<file path="config.mk">
export PLATFORM = sky130hd
export DESIGN_NAME = mem_port_arbiter
export DESIGN_NICKNAME = d
export VERILOG_FILES = /design/src/rtl/mem_port_arbiter.sv
export SDC_FILE = /design/constraint.sdc
export NUM_CORES = 1
export LEC_CHECK = 0
export ABC_AREA = 1
export BUFFER_PORTS_ARGS = -buffer_cell sky130_fd_sc_hd__buf_4
export CAP_MARGIN = 20
export CORE_ASPECT_RATIO = 2
export CORE_MARGIN = 3
export CORE_UTILIZATION = 47
export DETAILED_ROUTE_END_ITERATION = 12
export PLACE_DENSITY = 0.91
export SYNTH_ARGS = -nofsm -noshare
export SYNTH_HDL_FRONTEND = slang
export SYNTH_SLANG_ARGS = --single-unit
</file>
<file path="constraint.sdc">
create_clock -name CLK -period 2.6 [get_ports CLK]
set_input_delay 0.52 -clock CLK [delete_from_list [all_inputs] [get_ports CLK]]
set_output_delay 0.52 -clock CLK [all_outputs]
set_load 0.05 [all_outputs]
</file>
<file path="src/rtl/mem_port_arbiter.sv">
// Two-port arbiter (CPU control path / program loader) in front of a single-port unified memory.
// One access in flight at a time: IDLE -> ISSUE -> WAIT -> DONE, round-robin on ties.
module mem_port_arbiter #(
  parameter int AW      = 16,
  parameter int DW      = 16,
  parameter int MEM_LAT = 1
) (
  input  logic          CLK,
  input  logic          Reset,
  // CPU control path
  input  logic          cpu_req,
  input  logic          cpu_we,
  input  logic [AW-1:0] cpu_addr,
  input  logic [DW-1:0] cpu_wdata,
  output logic          cpu_gnt,
  output logic          cpu_done,
  output logic [DW-1:0] cpu_rdata,
  output logic          cpu_stall,
  // Program loader / debug port
  input  logic          ldr_req,
  input  logic          ldr_we,
  input  logic [AW-1:0] ldr_addr,
  input  logic [DW-1:0] ldr_wdata,
  output logic          ldr_gnt,
  output logic          ldr_done,
  output logic [DW-1:0] ldr_rdata,
  input  logic          ldr_hold,
  // Memory side
  output logic          mem_en,
  output logic          mem_we,
  output logic [AW-1:0] mem_addr,
  output logic [DW-1:0] mem_wdata,
  input  logic [DW-1:0] mem_rdata,
  output logic          busy
);

  localparam logic [1:0] S_IDLE  = 2'b00;
  localparam logic [1:0] S_ISSUE = 2'b01;
  localparam logic [1:0] S_WAIT  = 2'b10;
  localparam logic [1:0] S_DONE  = 2'b11;

  localparam logic OWN_CPU = 1'b0;
  localparam logic OWN_LDR = 1'b1;

  localparam logic [3:0] CNT_INIT = 4'(MEM_LAT - 1);

  logic [1:0]    state_reg, state_next;
  logic          owner_reg;
  logic          last_owner_reg;
  logic          we_reg;
  logic [AW-1:0] addr_reg;
  logic [DW-1:0] wdata_reg;
  logic [3:0]    cnt_reg;

  // Port-indexed views: index 0 is the CPU, index 1 the loader
  logic [1:0]    elig_vec;
  logic [1:0]    we_vec;
  logic [AW-1:0] addr_vec  [2];
  logic [DW-1:0] wdata_vec [2];
  logic [1:0]    owner_oh;
  logic [1:0]    gnt_vec;
  logic [1:0]    done_vec;

  logic          arb_valid;
  logic          winner;
  logic          capture;

  assign elig_vec     = {ldr_req, cpu_req & ~ldr_hold};
  assign we_vec       = {ldr_we, cpu_we};
  assign addr_vec[0]  = cpu_addr;
  assign addr_vec[1]  = ldr_addr;
  assign wdata_vec[0] = cpu_wdata;
  assign wdata_vec[1] = ldr_wdata;
  assign owner_oh     = {owner_reg, ~owner_reg};

  // On a tie the port that did not win last time goes first
  always_comb begin
    arb_valid = |elig_vec;
    if (&elig_vec)
      winner = ~last_owner_reg;
    else
      winner = elig_vec[1];
  end

  always_comb begin
    state_next = state_reg;
    case (state_reg)
      S_IDLE:  if (arb_valid) state_next = S_ISSUE;
      S_ISSUE: state_next = S_WAIT;
      S_WAIT:  if (cnt_reg == 4'd0) state_next = S_DONE;
      S_DONE:  state_next = S_IDLE;
      default: state_next = S_IDLE;
    endcase
  end

  always_ff @(posedge CLK or posedge Reset) begin
    if (Reset) begin
      state_reg      <= S_IDLE;
      owner_reg      <= OWN_CPU;
      last_owner_reg <= OWN_LDR;
      we_reg         <= 1'b0;
      addr_reg       <= '0;
      wdata_reg      <= '0;
      cnt_reg        <= 4'd0;
    end else begin
      state_reg <= state_next;
      if (state_reg == S_IDLE && arb_valid) begin
        owner_reg      <= winner;
        last_owner_reg <= winner;
        we_reg         <= we_vec[winner];
        addr_reg       <= addr_vec[winner];
        wdata_reg      <= wdata_vec[winner];
      end
      if (state_reg == S_ISSUE)
        cnt_reg <= CNT_INIT;
      else if (state_reg == S_WAIT && cnt_reg != 4'd0)
        cnt_reg <= cnt_reg - 4'd1;
    end
  end

  // Read data lands on the last WAIT cycle; writes leave the read-data registers untouched
  assign capture = (state_reg == S_WAIT) && (cnt_reg == 4'd0) && !we_reg;

  genvar gi;
  generate
    for (gi = 0; gi < 2; gi++) begin : g_port
      logic [DW-1:0] rdata_reg;

      always_ff @(posedge CLK or posedge Reset) begin
        if (Reset)
          rdata_reg <= '0;
        else if (capture && owner_oh[gi])
          rdata_reg <= mem_rdata;
      end

      assign gnt_vec[gi]  = (state_reg == S_ISSUE) && owner_oh[gi];
      assign done_vec[gi] = (state_reg == S_DONE) && owner_oh[gi];
    end
  endgenerate

  assign cpu_gnt   = gnt_vec[0];
  assign ldr_gnt   = gnt_vec[1];
  assign cpu_done  = done_vec[0];
  assign ldr_done  = done_vec[1];
  assign cpu_rdata = g_port[0].rdata_reg;
  assign ldr_rdata = g_port[1].rdata_reg;

  assign cpu_stall = cpu_req & ~done_vec[0];

  assign busy      = (state_reg != S_IDLE);
  assign mem_en    = (state_reg == S_ISSUE);
  assign mem_we    = busy & we_reg;
  assign mem_addr  = addr_reg;
  assign mem_wdata = wdata_reg;

endmodule

</file>
==> flow_summary.ini <==
[clock_tree]
worstSkewPairLatency_ps = 330
root_buffer = clkbuf_16
path_clk_slew_ps = 60
cts_hold_buf = 0
cts_setup_buffers = 0
cts_tree = yes
clk_path_buf_depth = 2
cts.sinks = 73
numCtsBuffers = 9
cts-resized-gates = 0
htreeDepth = 3

[global_routing]
busiest_layer = met2
grt_util_all_layers = 0.238
met3_usage = 0.0763
grt_max_degree = 37
gr-total-overflow = 0
use_met2 = 0.426
grt_pass1_vias = 3448
met1_usage = 0.241
antenna_found_initial = 0
grt_pass1_wl_um = 15700

[power]
switching_share = 0.515
seqPwrFrac = 0.275
p_clk_frac = 0.160
p_int_mw = 3.71
combinationalPowerShare = 0.565
vdd_drop_max_v = 0.00100
switchingPower_mw = 3.94
total_leakage_power_nw = 2.89
cellPowerDensity_nw_per_um2 = 1500

[synthesis]
synthTopCellsByCount = nand2_1, dfrtp_1, inv_1
async_reset_ff_frac = 1.00
ys_types = 20
syn_area_um2 = 3580
synth.area.top_cells = dfrtp_1, nand2_1, inv_1, nand3b_1, nand3_1
syn_area_per_cell_um2 = 8.06
yosysTopAreaCell = dfrtp_1
yosys.cell_count.top_type = nand2_1
yosysSeqAreaShare = 0.511
synth.ff_latch_count = 73
ys_warn_count = 0
synth_ff_type = dfrtp_1
synth_edf_count = 0
postSynthCellCount = 444
synth.top_cell.area_share = 0.504
syn_nets = 537

[timing]
rsz0062_at_grt = no
maxSlewViolCount = 0
finalHoldViolCount = 0
finalCritPeriodShare = 0.784
tns_ps = 0
maxSlewHeadroom = 0.571
setup_viol = 0
clock.fmax_mhz = 490
tightest_slew_ps = 642
setup_slack_ps = 561
fin_skew_ps = 6.90
finalCriticalPeriod_ps = 2040

[die]
core_um2 = 7320
std_cell_rows = 44
die_w_um = 67.7
dieArea_um2 = 8760
die_h_um = 129
ios = 159
start_util = 0.489

[critical_path]
cp_cell_sequence = inv_1, ha_1, inv_1, nor2_1, buf_4
path_class = flip-flop to output port
worstPathArrival_ps = 1520
critical_path.most_common_cell = inv_1
critical-path-top-delay-family = buffers and inverters
path_buf_inv = 3
cp-start-kind = flip-flop
critPathMaxStageDelay_ps = 410
worst_setup_path_end_kind = output port
required_ps = 2080
crit_fanout = 6
cp_slowest_cell = dfrtp_1

[detailed_routing]
drt-initial-drc-count = 140
drt-total-wl_um = 10200
vias = 3471
dr.pass1.iters = 4
viasPerCell = 5.01
drc = 0
wl_per_cell_um = 14.7
ant_nets = 0

[layout]
fillers = 581
syn2layout_area_growth_pct = 42.4
n_antenna_cell = 0
finish.utilization = 0.695
layout.nets = 689
layout-drive-gt1-share = 0.311
fin_area_um2 = 5090

[min_path]
hold_class = primary input to async pin

[place]
portBuffers = 158
place_worst_setup_slack_ps = 467
placed_cell_area_um2 = 4800
gp_congestion = 0.791
hpwl_um = 7550

[flow_run]
maxCapViolCount = 0

[status]
status = complete, no violations
-- power by group through the flow --
stage / sequential, mW / clock [mW] / combinational (mW)
2_1_floorplan: 3.80 / 0 / 1.28
3_3_place_gp: 2.08 / 0 / 4.22
3_5_place_dp: 2.09 / 0 / 4.34
4_1_cts: 2.10 / 1.24 / 4.35
5_1_grt: 2.16 / 1.29 / 4.61
6_report: 2.10 / 1.22 / 4.32
-- logic make-up after synthesis --
kind of cell,synth area share
and+or+nand+nor,0.301
buffers and inverters,0.109
DFF,0.511
AOI/OAI and AO/OA,0.0577
adders and majority gates,0.0210
-- per-stage QoR --
step | hold WS, ps | power (mW) | std cells
after floorplan | 449 | 5.08 | 444
after global placement | 460 | 6.31 | 677
after detailed placement | 466 | 6.44 | 677
after CTS | 220 | 7.70 | 693
after global routing | 235 | 8.06 | 693
final | 205 | 7.65 | 693
-- placed cells by master, fill, tap and decap left out, types with 3 or more instances in the layout --
cell,n
nand3b_1,33
inv_1,66
nand2_1,149
o21ai_0,35
nand3_1,40
dfrtp_1,72
nor2_1,9
clkbuf_16,9
clkinv_2,3
nand3_2,3
inv_2,3
a21oi_1,3
buf_4,162
ha_1,6
-- layout make-up --
| class | count | area, um2 | share of cell area |
|---|---|---|---|
| Inverter | 69 | 259 | 0.0509 |
| Clock buffer | 9 | 225 | 0.0442 |
| Sequential cell | 73 | 1830 | 0.359 |
| Multi-Input combinational cell | 280 | 1360 | 0.267 |
| Tap cell | 92 | 115 | 0.0226 |
| Clock inverter | 7 | 70.1 | 0.0138 |
| Timing Repair Buffer | 163 | 1240 | 0.243 |
-- layer usage --
| metal | wire length, um | up-vias |
|---|---|---|
| li1 | - | 1678 |
| met1 | 3520 | 1628 |
| met2 | 5630 | 144 |
| met3 | 805 | 21 |
| met4 | 244 | 0 |
| met5 | 0 | - |
-- path summary, 6_finish.rpt --
kind,startpoint,endpoint,slack [ps],depth (start not counted)
worst max register to register,state_reg[0]$_DFFE_PP0P_,mem_addr[11]$_DFFE_PP0P_,590,7
min in group CLK,mem_rdata[6],ldr_rdata[6]$_DFFE_PP0P_,460,3
worst min register to register,last_owner_reg$_DFFE_PP1P_,last_owner_reg$_DFFE_PP1P_,470,2
worst max-delay path,state_reg[1]$_DFFE_PP0P_,cpu_gnt,560,5
max in group asynchronous,Reset,last_owner_reg$_DFFE_PP1P_,1610,3
worst min-delay path,Reset,cpu_rdata[14]$_DFFE_PP0P_,210,2
(Power assumes the default switching activity.)
